`src/rtl/serdesphy_reset_sequencer_if.sv`:
```
// ---------------------------------------------------------------------------
// serdesphy_reset_sequencer_if
//
// Bundles the control inputs and the reset/status outputs of the SerDes PHY
// power-up and reset sequencer. The sequencer connects through the slave
// modport. Whatever drives supply flags, enable, isolation force and soft-reset
// requests connects through the master modport.
//
// Signals:
//   supply_ok       [NUM_SUPPLY]  per-supply good flags (already synchronous)
//   phy_en                        PHY enable
//   iso_en                        force analog isolation
//   domain_rst_req  [NUM_DOMAINS] per-domain soft-reset request (level)
//   analog_iso_n                  analog isolation release (low = isolate)
//   analog_reset_n                analog reset release
//   digital_reset_n               digital core reset release
//   domain_rst_n    [NUM_DOMAINS] per-domain reset releases
//   power_good                    supplies qualified
//   por_active                    power-up sequence in progress
//   por_complete                  sequence finished, in RUN
//   fault                         sticky supply-loss flag
//   state           [3]           current state encoding
// ---------------------------------------------------------------------------
interface serdesphy_reset_sequencer_if #(
    parameter int NUM_SUPPLY  = 2,
    parameter int NUM_DOMAINS = 3
);
    logic [NUM_SUPPLY-1:0]  supply_ok;
    logic                   phy_en;
    logic                   iso_en;
    logic [NUM_DOMAINS-1:0] domain_rst_req;
    logic                   analog_iso_n;
    logic                   analog_reset_n;
    logic                   digital_reset_n;
    logic [NUM_DOMAINS-1:0] domain_rst_n;
    logic                   power_good;
    logic                   por_active;
    logic                   por_complete;
    logic                   fault;
    logic [2:0]             state;

    modport master (
        output supply_ok, phy_en, iso_en, domain_rst_req,
        input  analog_iso_n, analog_reset_n, digital_reset_n, domain_rst_n,
        input  power_good, por_active, por_complete, fault, state
    );

    modport slave (
        input  supply_ok, phy_en, iso_en, domain_rst_req,
        output analog_iso_n, analog_reset_n, digital_reset_n, domain_rst_n,
        output power_good, por_active, por_complete, fault, state
    );
endinterface

```
`src/rtl/serdesphy_reset_sequencer.sv`:
```
// ---------------------------------------------------------------------------
// serdesphy_reset_sequencer
//
// Power-up and reset sequencer for the SerDes PHY, clocked from the 24 MHz
// reference. It qualifies NUM_SUPPLY supply-good flags for STABLE_CYCLES
// consecutive cycles, then releases analog isolation, analog reset, digital
// reset and NUM_DOMAINS domain resets in order, dwelling STEP_CYCLES per step.
// In RUN each domain can be soft-reset for STEP_CYCLES cycles. Loss of any
// supply after qualification forces everything back into reset and raises a
// sticky fault flag.
//
// Ports:
//   clk_ref_24m  reference clock (only clock)
//   rst_n        asynchronous active-low reset
//   bus          serdesphy_reset_sequencer_if.slave (controls in, resets and
//                status out)
//
// Every output is registered and is computed from the next state, so it
// changes on the same edge as the state transition it belongs to.
// ---------------------------------------------------------------------------
module serdesphy_reset_sequencer #(
    parameter int NUM_SUPPLY    = 2,
    parameter int NUM_DOMAINS   = 3,
    parameter int CNT_W         = 8,
    parameter int STABLE_CYCLES = 16,
    parameter int STEP_CYCLES   = 8
) (
    input  logic                       clk_ref_24m,
    input  logic                       rst_n,
    serdesphy_reset_sequencer_if.slave bus
);
    localparam int IDX_W = (NUM_DOMAINS > 1) ? $clog2(NUM_DOMAINS) : 1;
    localparam logic [CNT_W-1:0] CNT_ONE     = CNT_W'(1);
    localparam logic [CNT_W-1:0] CNT_MAX     = {CNT_W{1'b1}};
    localparam logic [CNT_W-1:0] STABLE_LAST = CNT_W'(STABLE_CYCLES - 1);
    localparam logic [CNT_W-1:0] STEP_LAST   = CNT_W'(STEP_CYCLES - 1);
    localparam logic [IDX_W-1:0] IDX_ONE     = IDX_W'(1);
    localparam logic [IDX_W-1:0] IDX_LAST    = IDX_W'(NUM_DOMAINS - 1);

    if (NUM_SUPPLY < 1 || NUM_DOMAINS < 1 || CNT_W < 1 || CNT_W > 30 ||
        STABLE_CYCLES < 1 || STABLE_CYCLES > (1 << CNT_W) ||
        STEP_CYCLES < 1 || STEP_CYCLES > (1 << CNT_W)) begin : g_paramCheck
        $error("serdesphy_reset_sequencer: parameter out of range");
    end

    typedef enum logic [2:0] {
        S_OFF         = 3'd0,
        S_SUPPLY_WAIT = 3'd1,
        S_ISO_RELEASE = 3'd2,
        S_ANA_RESET   = 3'd3,
        S_DOM_RELEASE = 3'd4,
        S_RUN         = 3'd5,
        S_FAULT       = 3'd6
    } state_t;

    state_t                 r_state, w_nextState;
    logic [CNT_W-1:0]       r_timer, w_nextTimer, w_timerInc;
    logic [IDX_W-1:0]       r_domIdx, w_nextDomIdx;
    logic                   r_fault, w_nextFault;
    logic                   w_allOk;
    logic [NUM_DOMAINS-1:0] r_softActive, w_nextSoftActive;
    logic [CNT_W-1:0]       r_softTimer [NUM_DOMAINS];
    logic [CNT_W-1:0]       w_nextSoftTimer [NUM_DOMAINS];
    logic [NUM_DOMAINS-1:0] w_domMask;

    logic                   r_analogIsoN, w_analogIsoN;
    logic                   r_analogResetN, w_analogResetN;
    logic                   r_digitalResetN, w_digitalResetN;
    logic [NUM_DOMAINS-1:0] r_domainRstN, w_domainRstN;
    logic                   r_powerGood, w_powerGood;
    logic                   r_porActive, w_porActive;
    logic                   r_porComplete, w_porComplete;

    assign w_allOk    = &bus.supply_ok;
    // Saturating increment: the shared step timer never wraps.
    assign w_timerInc = (r_timer == CNT_MAX) ? r_timer : r_timer + CNT_ONE;

    // Next-state logic. Supply loss outranks disable, which outranks the
    // timed progression. Supply loss during SUPPLY_WAIT only restarts
    // qualification.
    always_comb begin
        w_nextState  = r_state;
        w_nextTimer  = r_timer;
        w_nextDomIdx = r_domIdx;
        w_nextFault  = r_fault;
        case (r_state)
            S_OFF: begin
                if (bus.phy_en) begin
                    w_nextState = S_SUPPLY_WAIT;
                    w_nextTimer = '0;
                    w_nextFault = 1'b0;
                end
            end
            S_SUPPLY_WAIT: begin
                if (!bus.phy_en) begin
                    w_nextState = S_OFF;
                end else if (!w_allOk) begin
                    w_nextTimer = '0;
                end else if (r_timer == STABLE_LAST) begin
                    w_nextState = S_ISO_RELEASE;
                    w_nextTimer = '0;
                end else begin
                    w_nextTimer = w_timerInc;
                end
            end
            S_ISO_RELEASE, S_ANA_RESET, S_DOM_RELEASE, S_RUN: begin
                if (!w_allOk) begin
                    w_nextState = S_FAULT;
                    w_nextFault = 1'b1;
                end else if (!bus.phy_en) begin
                    w_nextState = S_OFF;
                end else if (r_state != S_RUN) begin
                    if (r_timer == STEP_LAST) begin
                        w_nextTimer = '0;
                        if (r_state == S_ISO_RELEASE) begin
                            w_nextState = S_ANA_RESET;
                        end else if (r_state == S_ANA_RESET) begin
                            w_nextState  = S_DOM_RELEASE;
                            w_nextDomIdx = '0;
                        end else if (r_domIdx == IDX_LAST) begin
                            w_nextState = S_RUN;
                        end else begin
                            w_nextDomIdx = r_domIdx + IDX_ONE;
                        end
                    end else begin
                        w_nextTimer = w_timerInc;
                    end
                end
            end
            S_FAULT: begin
                if (!bus.phy_en) begin
                    w_nextState = S_OFF;
                end
            end
            default: w_nextState = S_OFF;
        endcase
    end

    // Per-domain soft-reset pulses. Only requests sampled while already in
    // RUN and staying in RUN count; a new request restarts that domain's
    // pulse. Leaving RUN drops all pulse state.
    always_comb begin
        for (int i = 0; i < NUM_DOMAINS; i++) begin
            w_nextSoftActive[i] = 1'b0;
            w_nextSoftTimer[i]  = '0;
            if (r_state == S_RUN && w_nextState == S_RUN) begin
                if (bus.domain_rst_req[i]) begin
                    w_nextSoftActive[i] = 1'b1;
                end else if (r_softActive[i] && r_softTimer[i] != STEP_LAST) begin
                    w_nextSoftActive[i] = 1'b1;
                    w_nextSoftTimer[i]  = r_softTimer[i] + CNT_ONE;
                end
            end
        end
    end

    // Domains 0..index are released while stepping through DOM_RELEASE.
    always_comb begin
        w_domMask = '0;
        for (int i = 0; i < NUM_DOMAINS; i++) begin
            w_domMask[i] = (IDX_W'(i) <= w_nextDomIdx);
        end
    end

    // Output decode from the next state so registered outputs line up with
    // the state register.
    always_comb begin
        w_analogIsoN    = 1'b0;
        w_analogResetN  = 1'b0;
        w_digitalResetN = 1'b0;
        w_domainRstN    = '0;
        w_powerGood     = 1'b0;
        w_porActive     = 1'b0;
        w_porComplete   = 1'b0;
        case (w_nextState)
            S_SUPPLY_WAIT: w_porActive = 1'b1;
            S_ISO_RELEASE: begin
                w_analogIsoN = ~bus.iso_en;
                w_powerGood  = 1'b1;
                w_porActive  = 1'b1;
            end
            S_ANA_RESET: begin
                w_analogIsoN   = ~bus.iso_en;
                w_analogResetN = 1'b1;
                w_powerGood    = 1'b1;
                w_porActive    = 1'b1;
            end
            S_DOM_RELEASE: begin
                w_analogIsoN    = ~bus.iso_en;
                w_analogResetN  = 1'b1;
                w_digitalResetN = 1'b1;
                w_domainRstN    = w_domMask;
                w_powerGood     = 1'b1;
                w_porActive     = 1'b1;
            end
            S_RUN: begin
                w_analogIsoN    = ~bus.iso_en;
                w_analogResetN  = 1'b1;
                w_digitalResetN = 1'b1;
                w_domainRstN    = ~w_nextSoftActive;
                w_powerGood     = 1'b1;
                w_porComplete   = 1'b1;
            end
            default: ;
        endcase
    end

    always_ff @(posedge clk_ref_24m or negedge rst_n) begin
        if (!rst_n) begin
            r_state         <= S_OFF;
            r_timer         <= '0;
            r_domIdx        <= '0;
            r_fault         <= 1'b0;
            r_softActive    <= '0;
            for (int i = 0; i < NUM_DOMAINS; i++) begin
                r_softTimer[i] <= '0;
            end
            r_analogIsoN    <= 1'b0;
            r_analogResetN  <= 1'b0;
            r_digitalResetN <= 1'b0;
            r_domainRstN    <= '0;
            r_powerGood     <= 1'b0;
            r_porActive     <= 1'b0;
            r_porComplete   <= 1'b0;
        end else begin
            r_state         <= w_nextState;
            r_timer         <= w_nextTimer;
            r_domIdx        <= w_nextDomIdx;
            r_fault         <= w_nextFault;
            r_softActive    <= w_nextSoftActive;
            for (int i = 0; i < NUM_DOMAINS; i++) begin
                r_softTimer[i] <= w_nextSoftTimer[i];
            end
            r_analogIsoN    <= w_analogIsoN;
            r_analogResetN  <= w_analogResetN;
            r_digitalResetN <= w_digitalResetN;
            r_domainRstN    <= w_domainRstN;
            r_powerGood     <= w_powerGood;
            r_porActive     <= w_porActive;
            r_porComplete   <= w_porComplete;
        end
    end

    assign bus.state           = r_state;
    assign bus.analog_iso_n    = r_analogIsoN;
    assign bus.analog_reset_n  = r_analogResetN;
    assign bus.digital_reset_n = r_digitalResetN;
    assign bus.domain_rst_n    = r_domainRstN;
    assign bus.power_good      = r_powerGood;
    assign bus.por_active      = r_porActive;
    assign bus.por_complete    = r_porComplete;
    assign bus.fault           = r_fault;
endmodule
```
`src/flat_wrapper.sv`:
```
// flat-port wrapper written by rule: the top's interface ports become plain ports
module serdesphy_reset_sequencer_flat 
#(
    parameter int NUM_SUPPLY    = 2,
    parameter int NUM_DOMAINS   = 3,
    parameter int CNT_W         = 8,
    parameter int STABLE_CYCLES = 16,
    parameter int STEP_CYCLES   = 8
)
  (clk_ref_24m, rst_n, bus_supply_ok, bus_phy_en, bus_iso_en, bus_domain_rst_req, bus_analog_iso_n, bus_analog_reset_n, bus_digital_reset_n, bus_domain_rst_n, bus_power_good, bus_por_active, bus_por_complete, bus_fault, bus_state);
  serdesphy_reset_sequencer_if #(.NUM_SUPPLY(NUM_SUPPLY), .NUM_DOMAINS(NUM_DOMAINS)) bus_i ();
  input  logic clk_ref_24m;
  input  logic rst_n;
  input wire logic [$bits(bus_i.supply_ok)-1:0] bus_supply_ok;
  input wire logic [$bits(bus_i.phy_en)-1:0] bus_phy_en;
  input wire logic [$bits(bus_i.iso_en)-1:0] bus_iso_en;
  input wire logic [$bits(bus_i.domain_rst_req)-1:0] bus_domain_rst_req;
  output wire logic [$bits(bus_i.analog_iso_n)-1:0] bus_analog_iso_n;
  output wire logic [$bits(bus_i.analog_reset_n)-1:0] bus_analog_reset_n;
  output wire logic [$bits(bus_i.digital_reset_n)-1:0] bus_digital_reset_n;
  output wire logic [$bits(bus_i.domain_rst_n)-1:0] bus_domain_rst_n;
  output wire logic [$bits(bus_i.power_good)-1:0] bus_power_good;
  output wire logic [$bits(bus_i.por_active)-1:0] bus_por_active;
  output wire logic [$bits(bus_i.por_complete)-1:0] bus_por_complete;
  output wire logic [$bits(bus_i.fault)-1:0] bus_fault;
  output wire logic [$bits(bus_i.state)-1:0] bus_state;
  assign bus_i.supply_ok = bus_supply_ok;
  assign bus_i.phy_en = bus_phy_en;
  assign bus_i.iso_en = bus_iso_en;
  assign bus_i.domain_rst_req = bus_domain_rst_req;
  assign bus_analog_iso_n = bus_i.analog_iso_n;
  assign bus_analog_reset_n = bus_i.analog_reset_n;
  assign bus_digital_reset_n = bus_i.digital_reset_n;
  assign bus_domain_rst_n = bus_i.domain_rst_n;
  assign bus_power_good = bus_i.power_good;
  assign bus_por_active = bus_i.por_active;
  assign bus_por_complete = bus_i.por_complete;
  assign bus_fault = bus_i.fault;
  assign bus_state = bus_i.state;
  serdesphy_reset_sequencer #(.NUM_SUPPLY(NUM_SUPPLY), .NUM_DOMAINS(NUM_DOMAINS), .CNT_W(CNT_W), .STABLE_CYCLES(STABLE_CYCLES), .STEP_CYCLES(STEP_CYCLES)) u_core (.clk_ref_24m(clk_ref_24m), .rst_n(rst_n), .bus(bus_i));
endmodule
```
`config.mk`:
```
export PLATFORM = sky130hd
export DESIGN_NAME = serdesphy_reset_sequencer_flat
export DESIGN_NICKNAME = d
export VERILOG_FILES = /design/src/rtl/serdesphy_reset_sequencer_if.sv /design/src/rtl/serdesphy_reset_sequencer.sv /design/src/flat_wrapper.sv
export SDC_FILE = /design/constraint.sdc
export NUM_CORES = 1
export LEC_CHECK = 0
export ABC_CLOCK_PERIOD_IN_PS = 3200
export BUFFER_PORTS_ARGS = -buffer_cell sky130_fd_sc_hd__buf_2
export CORE_AREA = 2 2 71 73
export CTS_CLUSTER_DIAMETER = 60
export CTS_CLUSTER_SIZE = 28
export DETAILED_ROUTE_END_ITERATION = 7
export DIE_AREA = 0 0 73 75
export PLACE_DENSITY = 0.73
export SYNTH_ARGS = -nofsm -noshare
export SYNTH_HDL_FRONTEND = slang
export SYNTH_SLANG_ARGS = --single-unit
```
`constraint.sdc`:
```
create_clock -name clk_ref_24m -period 3.2 [get_ports clk_ref_24m]
set_input_delay 0.32 -clock clk_ref_24m [delete_from_list [all_inputs] [get_ports clk_ref_24m]]
set_output_delay 0.32 -clock clk_ref_24m [all_outputs]
set_load 0.05 [all_outputs]
```
==> results of run 1 <==
stage by stage:
step | setup WS [ns] | power, mW | util | hold slack [ns]
after detailed placement | 0.697 | 0.695 | 0.570 | 0.369
final | 0.660 | 1.07 | 0.591 | 0.00441
after global placement | 0.817 | 0.695 | 0.570 | 0.370
after CTS | 0.669 | 1.09 | 0.591 | 0.0203
after floorplan | 0.478 | 0.670 | - | 0.0244
after global routing | 0.400 | 1.12 | 0.591 | 0.0603
report_power, final:
group / leakage, nW / switching [mW] / internal [mW]
combinational: 0.582 / 0.0318 / 0.0132
clock: 0.0502 / 0.228 / 0.162
sequential: 0.689 / 0.00306 / 0.633
flip-flops by register name, summed over array words and instances (netlist names):
signal,flops
u_core.bus.fault,1
u_core.bus.power_good,1
u_core.r_timer,8
u_core.bus.analog_reset_n,1
u_core.bus.state,3
u_core.bus.por_complete,1
u_core.bus.por_active,1
u_core.r_softActive,3
u_core.bus.domain_rst_n,3
u_core.r_softTimer,24
u_core.bus.analog_iso_n,1
u_core.bus.digital_reset_n,1
u_core.r_domIdx,2
worst max-delay path, stage by stage, from the launching register on:
cell	delay (ns)
dfrtp_1	0.53
inv_1	0.11
ha_1	0.46
nand4_1	0.15
a211oi_2	0.31
nand4_1	0.23
or3_1	0.54
nor2_1	0.15
cell type report:
class                   count  area share
inverters                  14      0.0191
clock inverters             3      0.0104
flip-flops and latches     50       0.454
clock buffers               5      0.0250
multi-input cells         182       0.426
well taps                  54      0.0245
repair buffers             22      0.0409
placed cells by master (no fill, tap or decap), types with 3 or more instances in the layout:
master / count
dfrtp_1: 50
nor2_1: 40
buf_2: 21
nand3_1: 16
a21oi_1: 15
inv_1: 14
xor2_1: 12
nand2_1: 9
o21ai_0: 8
ha_1: 8
and3_1: 7
xnor2_1: 6
clkbuf_8: 5
nor3_1: 4
or4_1: 4
nand4_1: 4
a31oi_1: 4
mux2_2: 3
o31a_1: 3
nand2b_1: 3
a31o_1: 3
logic make-up (layout without fill, tap and decap cells):
| group | after synthesis | in the layout | synth area share |
|---|---|---|---|
| AND/OR/NAND/NOR | 101 | 101 | 0.206 |
| AO/OA/AOI/OAI | 50 | 50 | 0.137 |
| flip-flops | 50 | 50 | 0.498 |
| buffers and inverters | 22 | 44 | 0.0354 |
| XOR/XNOR | 18 | 18 | 0.0627 |
| adder cells (fa/ha/maj) | 8 | 8 | 0.0398 |
| multiplexers | 5 | 5 | 0.0214 |
metal layers:
metal | vias up | wire, um
met2 | 50 | 2080
met1 | 874 | 2170
met5 | - | 0
li1 | 938 | -
met4 | 0 | 57
met3 | 6 | 263
worst max path at each step:
stage	from	end	slack (ns)	cells after the start
3_5_place_dp	u_core.bus.state[2]	u_core.r_softTimer[1]	0.70	7
3_3_place_gp	u_core.bus.state[1]	u_core.r_timer[0]	0.82	7
6_report	u_core.bus.state[2]	u_core.r_softTimer[21]	0.66	7
4_1_cts	u_core.bus.state[2]	u_core.r_softTimer[1]	0.67	7
2_1_floorplan	u_core.bus.state[2]	u_core.r_softTimer[10]	0.48	10
5_1_grt	u_core.bus.state[1]	u_core.bus.domain_rst_n[2]	0.40	8
==> reports/results.ini, run 1 <==
[die]
boundaryPins=22
die_x_um=73
die_h_um=75
initial_core_util=0.539
dieArea_sq_mm=0.00548
core_area_sq_mm=0.00466
placementRows=25

[synthesis]
synth_cells=254
ys_seq_elements=50
synth_nets=271
synth_top_area_cell=dfrtp_1
syn_area_sq_mm=0.00251
ys_warn_count=0
synth_edf_count=0
yosysMostFrequentCell=dfrtp_1
yosys-top-cells-count=dfrtp_1 (50), nor2_1 (40), nand3_1 (16), a21oi_1 (15), inv_1 (14)
yosys_most_used_dff=dfrtp_1
synth_top_cell_area_share=0.498
ys_seq_area_frac=0.498
synth_area_per_cell_sq_um=9.89
ys_async_sr_fraction=1.00
yosysUniqueCellTypes=45
ys_top_cells_by_area=dfrtp_1 (50%), nor2_1 (6.0%), xor2_1 (4.2%)

[final_layout]
nNetsFinal=292
final_cells=330
multi_input_area_sq_mm=0.00117
antenna_cells=0
num-fill-cells=392
regArea_sq_mm=0.00125
area_growth_syn_to_layout_pct=9.61
drive_above_1_share=0.138
final_area_sq_mm=0.00275

[placement]
numPortBuffers=21
place.gp.congestion=0.962
place_area_sq_mm=0.00266
post-dp-hpwl_mm=3.28
placed_cells=322

[timing]
worst_slew_pin_slew_ns=0.750
period_minus_slack_ns=2.54
hold_viol_final=0
fmax_mhz=394
tns_ns=0
skew_ns=0.00989
slew_headroom=0.498
rsz0062_at_grt=no
timing.final.max_slew_violations=0
setup_violations=0
fin_crit_sh=0.794

[global_route]
grt_usage=0.184
grt.met3_usage=0.0522
use_met1=0.260
grt_pass1_wl_mm=7.75
use_met2=0.274
first_global_vias=1722
overflow=0
antenna_found_initial=0
grt_max_degree=28
grt_busiest_layer=met2

[cts]
clock_sinks=50
clk_latency_ns=0.31
hold_buffers=0
postCtsSetupBuffers=0
ctsResizeCount=0
cts_root_buf=clkbuf_8
h-tree-depth=2
cts.clk_slew.worst_paths_ns=0.10
cts_made_buffers=5
cts_buffer_depth=2
cts_tree=done

[power_and_ir_drop]
power.leakage_nw=1.32
p_per_area_mw_per_mm2=389
vdd_drop_max_v=0.000250

[critical_path]
crit_required_ns=3.44
worstReg2RegStart=u_core.bus.state[2]
endpoint_kind=flop
critPathKind=flop to flop
start_kind=flop
cp_max_fo=11
rr_endpoint=u_core.r_softTimer[21]
r2r_cells=7
critPathArrivalTime_ns=2.78
r2r_setup_slack_ns=0.66

[worst_hold_path]
hold_path.class=primary input to asynchronous set/reset pin

[route]
dr.pass1.iters=4
ant_nets=0
via_count=1868
drc_errors=0
wl_mm=4.57
wl_per_cell_um=13.9
routed_via_density=5.66
first_iter_violations=78

[job]
cap_viol_max_count=0

[status]
status=finished, final reports clean

No activity file was read; power rests on OpenSTA's default activity.
==> run 2: changes to the inputs <==
ABC_CLOCK_PERIOD_IN_PS = 2500   (was 3200)
clock period = 2.5 ns   (was 3.2 ns; I/O delays follow)
==> reports/results.ini, run 2 (synthesis gave the netlist of run 1 again) <==
[global_route]
overflow=0  ; unchanged
antenna_found_initial=0  ; unchanged
grt_max_degree=22  ; -21%
grt_usage=0.192  ; +0.00785
first_global_vias=1817  ; +5.5%
grt_pass1_wl_mm=8.06  ; +4.0%

[final_layout]
layout_commonest_cell=dfrtp_1
layout_common_cells=dfrtp_1 (48), nor2_1 (40), buf_2 (21)
nNetsFinal=303  ; +3.8%
largest_register_ffs=24  ; unchanged
drive_above_1_share=0.178  ; +0.0400
final_area_sq_mm=0.00287  ; +4.0%
area_growth_syn_to_layout_pct=14.0
final_cells=341  ; +3.3%
antenna_cells=0  ; unchanged
top_regs=u_core.r_softTimer: 24 flops, u_core.r_timer: 8 flops
final_util=0.615  ; +0.0239
top_register=u_core.r_softTimer

[cts]
clock_sinks=50  ; unchanged
cts_made_buffers=5  ; unchanged
cts_root_buf=clkbuf_8
cts_tree=done
clk_latency_ns=0.30  ; about the same
cts.clk_slew.worst_paths_ns=0.10  ; about the same
h-tree-depth=2  ; unchanged
cts_buffer_depth=2  ; unchanged

[placement]
placed_cells=331  ; +2.8%
preCtsSetupSlack_ns=0.161  ; -0.536 ns
numPortBuffers=21  ; unchanged
post-dp-hpwl_mm=3.58  ; +9.0%
place_area_sq_mm=0.00273  ; +2.6%
place.gp.congestion=0.956  ; -0.59%

[critical_path]
crit_required_ns=2.72  ; -0.72 ns
critPathKind=flop to flop
critPathArrivalTime_ns=2.62  ; -0.16 ns
worstReg2RegStart=u_core.bus.state[1]
endpoint_kind=flop
r2r_cells=7  ; unchanged
rr_endpoint=u_core.r_softTimer[22]
r2r_setup_slack_ns=0.1  ; -0.56 ns
start_kind=flop
cp_max_fo=9  ; -2

[route]
dr.pass1.iters=4  ; unchanged
first_iter_violations=86  ; +10%
ant_nets=0  ; unchanged
wl_per_cell_um=14.1  ; +1.9%
via_count=1923  ; +2.9%
wl_mm=4.82  ; +5.3%
routed_via_density=5.64  ; -0.38%
drc_errors=0  ; unchanged

[power_and_ir_drop]
seqPwrFrac=0.558  ; -0.036
internal-power_mw=1.14  ; +41%
power.leakage_nw=1.38  ; +4.3%
p_sw_frac=0.221  ; -0.0246
p_sw_uw=322  ; +23%
clock_power_share=0.399  ; +0.035
vdd_drop_max_v=0.000340  ; +36%
comb_power_share=0.043  ; about the same
p_per_area_mw_per_mm2=509  ; +31%

[die]
dieArea_sq_mm=0.00548  ; unchanged
boundaryPins=22  ; unchanged
placementRows=25  ; unchanged
initial_core_util=0.539  ; unchanged
die_x_um=73  ; unchanged
die_h_um=75  ; unchanged
core_area_sq_mm=0.00466  ; unchanged

[timing]
rsz0062_at_grt=yes
worst_slew_pin_slew_ns=0.462  ; -0.288 ns
tns_ns=0  ; unchanged
period_minus_slack_ns=2.40  ; -0.136 ns
timing.final.max_slew_violations=0  ; unchanged
hold_viol_final=0  ; unchanged
worst_slack_ns=0.0961  ; -0.564 ns
skew_ns=0.00710  ; -0.00280 ns
fin_crit_sh=0.962  ; +0.168
fmax_mhz=416  ; +5.7%
setup_violations=0  ; unchanged
slew_headroom=0.689  ; +0.191

[worst_hold_path]
holdPathEnd=u_core.bus.analog_iso_n
hold_path.class=primary input to flop
whs_path_depth=2
min_from=bus_iso_en

[status]
status=finished, final reports clean

[job]
cap_viol_max_count=0  ; unchanged

## run 2: cell types whose count changed in the layout (fill, tap and decap cells not counted)
cell,delta
dlygate4sd3_1,+1
a2111oi_0,-1
bufinv_16,+1
buf_4,+10
dfrtp_1,-2
or3b_4,+1
or3b_1,-1
a2111oi_1,+1
clkinv_4,-2
dfrtp_2,+2
clkinvlp_4,+1
## run 2: power by group through the flow
stage | Clock, mW | Combinational [mW] | Sequential (mW)
final | 0.582 | 0.0625 | 0.815
after global routing | 0.634 | 0.0708 | 0.815
after CTS | 0.603 | 0.0640 | 0.815
after detailed placement | 0 | 0.0627 | 0.831
after global placement | 0 | 0.0621 | 0.830
after floorplan | 0 | 0.0225 | 0.835
## run 2: metrics by stage
step	power (mW)	hold slack, ns
after global placement	0.893	0.157
after CTS	1.48	0.0849
after global routing	1.52	0.0861
after floorplan	0.857	-0.0456
after detailed placement	0.893	0.162
final	1.46	0.0941
## run 2: per-layer routing
| metal | global-route usage | vias to the layer above | share of wire |
|---|---|---|---|
| li1 | - | 960 | - |
| met3 | 0.0469 | 6 | 0.037 |
| met2 | 0.319 | 33 | 0.49 |
| met5 | 0 | - | 0 |
| met4 | 0.0679 | 0 | 0.015 |
| met1 | 0.245 | 924 | 0.46 |
## run 2: worst max-delay path by stage
stage	slack (ns)	endpoint	start
5_1_grt	-0.03	u_core.r_softTimer[4]	u_core.r_timer[0]
3_5_place_dp	0.16	u_core.r_softTimer[12]	u_core.bus.state[1]
3_3_place_gp	0.15	u_core.r_softTimer[8]	u_core.bus.state[1]
2_1_floorplan	0.07	u_core.r_softTimer[10]	u_core.bus.state[2]
4_1_cts	0.13	u_core.r_softTimer[22]	u_core.bus.state[1]
6_report	0.1	u_core.r_softTimer[22]	u_core.bus.state[1]
## run 2: cell type report
cell class | count | area (sq um)
clock buffer | 5 | 68.8
clock inverter | 3 | 48.8
fill | 393 | 1800
inverter | 14 | 52.6
multi-input combinational | 182 | 1180
sequential | 50 | 1250
tap | 54 | 67.6
timing repair buffer | 33 | 198
## run 2: repair_timing
action	4_1_cts	5_1_grt
endpoints found under the hold margin	13	0
resized for setup	0	2
setup buffers	0	1
setup endpoints to repair	0	9
hold buffers	1	0
## run 2: worst max-delay path, cell delays in order (launching register included)
cell,delay (ns)
dfrtp_2,0.45
inv_1,0.11
ha_1,0.35
nand4_1,0.15
a211oi_2,0.28
nand4_1,0.24
or3_1,0.54
nor2_1,0.20
==> run 3: changes to the inputs <==
ABC_CLOCK_PERIOD_IN_PS = 2450   (was 2500)
clock period = 2.45 ns   (was 2.5 ns; I/O delays follow)
==> reports/results.ini, run 3 (synthesis gave the netlist of run 1 again) <==
[power_and_ir_drop]
seqPwrFrac=0.590  ; +0.032
p_per_area_mw_per_mm2=487  ; -4.4%
internal-power_mw=1.08  ; -4.8%
comb_power_share=0.048  ; +0.005
p_sw_uw=324  ; +0.54%
p_sw_frac=0.230  ; +0.00960
power.leakage_nw=1.39  ; +1.1%
clock_power_share=0.362  ; -0.037
vdd_drop_max_v=0.000256  ; -25%

[critical_path]
cp_num_buf_inv=0  ; -1
endpoint_kind=flop
cp-startpoint=u_core.r_timer[0]
cp.depth=7  ; unchanged
crit_chain=ha_2, and3b_1, o211ai_1, a211oi_2, nand4_1, or3b_4, nor2_1
critPathTopFamily=simple AND/OR/NAND/NOR gates
critPathArrivalTime_ns=2.51  ; -0.11 ns
slowest_delay_ns=0.50  ; -0.04 ns
start_kind=flop
cp_max_fo=8  ; -1
cp_slowest_cell=or3b_4
crit_required_ns=2.69  ; -0.03 ns
rr_endpoint=u_core.r_softTimer[14]
critPathKind=flop to flop
r2r_cells=7  ; unchanged
r2r_setup_slack_ns=0.18  ; +0.09 ns
worstReg2RegStart=u_core.r_timer[0]
crit_end=u_core.r_softTimer[14]

[final_layout]
area_growth_syn_to_layout_pct=14.9
multi_input_area_sq_mm=0.00118  ; +0.74%
num-fill-cells=389  ; -1.0%
drive_above_1_share=0.199  ; +0.0216
top_regs=u_core.r_softTimer: 24 flops, u_core.r_timer: 8 flops
nNetsFinal=307  ; +1.3%
layout_commonest_cell=dfrtp_1
largest_register_ffs=24  ; unchanged
final_util=0.619  ; +0.00456
layout_common_cells=dfrtp_1 (48), nor2_1 (40), buf_2 (21)
antenna_cells=0  ; unchanged
regArea_sq_mm=0.00125  ; unchanged
top_register=u_core.r_softTimer

[timing]
fin_crit_sh=0.926  ; -0.0358
worst_slew_pin_slew_ns=0.615  ; +0.153 ns
slew_headroom=0.590  ; -0.0990
hold_ws_ns=0.0749  ; -0.0192 ns
tns_ns=0  ; unchanged
setup_violations=0  ; unchanged
timing.final.max_slew_violations=0  ; unchanged
rsz0062_at_grt=yes
hold_viol_final=0  ; unchanged
worst_slack_ns=0.182  ; +0.0858 ns
fmax_mhz=441  ; +6.0%
skew_ns=0.00614  ; -0.000951 ns
period_minus_slack_ns=2.27  ; -0.136 ns

[cts]
cts.clk_slew.worst_paths_ns=0.09  ; about the same
cts_root_buf=clkbuf_8
clk_latency_ns=0.31  ; about the same
cts_buffer_depth=2  ; unchanged
cts_made_buffers=5  ; unchanged
h-tree-depth=2  ; unchanged
cts_tree=done
clock_sinks=50  ; unchanged

[route]
wl_per_cell_um=14.4  ; +2.0%
drc_errors=0  ; unchanged
wl_mm=4.97  ; +3.2%
highest_layer=met4
met1_length_mm=2.24  ; +1.8%
wl_met2_mm=2.52  ; +7.0%
dr.pass1.iters=4  ; unchanged
via_count=1960  ; +1.9%
dr_wl_met3_um=125  ; -30%
ant_nets=0  ; unchanged
routed_via_density=5.68  ; +0.74%
first_iter_violations=61  ; -29%

[global_route]
grt_pass1_wl_mm=8.49  ; +5.4%
first_global_vias=1940  ; +6.8%
overflow=0  ; unchanged
antenna_found_initial=0  ; unchanged
grt_max_degree=29  ; +32%
grt_usage=0.202  ; +0.00990

[die]
die_x_um=73  ; unchanged
boundaryPins=22  ; unchanged
placementRows=25  ; unchanged
dieArea_sq_mm=0.00548  ; unchanged
die_h_um=75  ; unchanged
core_area_sq_mm=0.00466  ; unchanged
initial_core_util=0.539  ; unchanged

[placement]
preCtsSetupSlack_ns=0.0607  ; -0.0999 ns
post-dp-hpwl_mm=3.71  ; +3.7%
numPortBuffers=21  ; unchanged
place.gp.congestion=0.900  ; -5.8%

[worst_hold_path]
hold_path.class=primary input to flop

[job]
cap_viol_max_count=0  ; unchanged

[status]
status=finished, final reports clean

## run 3: power groups by stage
stage                     clock, mW  sequential, mW  combinational [mW]
final                         0.509           0.829              0.0672
after global routing          0.560           0.830              0.0772
after CTS                     0.527           0.829              0.0686
after detailed placement          0           0.846              0.0672
after global placement            0           0.845              0.0672
after floorplan                   0           0.852              0.0229
## run 3: how the worst min path moves through the flow
| stage | end | slack (ns) | cells after the start | from |
|---|---|---|---|---|
| global route | u_core.bus.analog_iso_n | 0.06 | 2 | bus_iso_en |
| detailed placement | u_core.r_softTimer[4] | 0.30 | 1 | rst_n |
| floorplan | u_core.bus.analog_iso_n | -0.05 | 0 | rst_n |
| global placement | u_core.r_softTimer[3] | 0.30 | 1 | rst_n |
| finish | u_core.bus.analog_iso_n | 0.07 | 2 | bus_iso_en |
| CTS | u_core.bus.analog_iso_n | 0.07 | 2 | bus_iso_en |
## run 3: through the flow
| stage | std cells | area, sq um | total power, mW |
|---|---|---|---|
| global route | 345 | 2890 | 1.47 |
| floorplan | 254 | 2520 | 0.875 |
| finish | 345 | 2890 | 1.41 |
| global placement | 333 | 2740 | 0.913 |
| CTS | 342 | 2850 | 1.43 |
| detailed placement | 333 | 2740 | 0.913 |
## run 3: layer usage
metal	vias up	GRT usage
li1	968	-
met1	961	0.256
met2	23	0.345
met3	8	0.0415
met4	0	0.0679
met5	-	0
## run 3: cell type report
cell class                 instances  share of cell area
multi-input combinational        182               0.410
inverter                          14              0.0182
sequential                        50               0.434
clock inverter                     2             0.00607
tap                               54              0.0234
timing repair buffer              37              0.0789
clock buffer                       6              0.0286
## run 3: timing repair
action                     CTS  global route
hold buffers                 1             0
setup endpoints to repair    0            27
buffers inserted             0             3
hold endpoints to repair    26             0
resized for setup            0             4
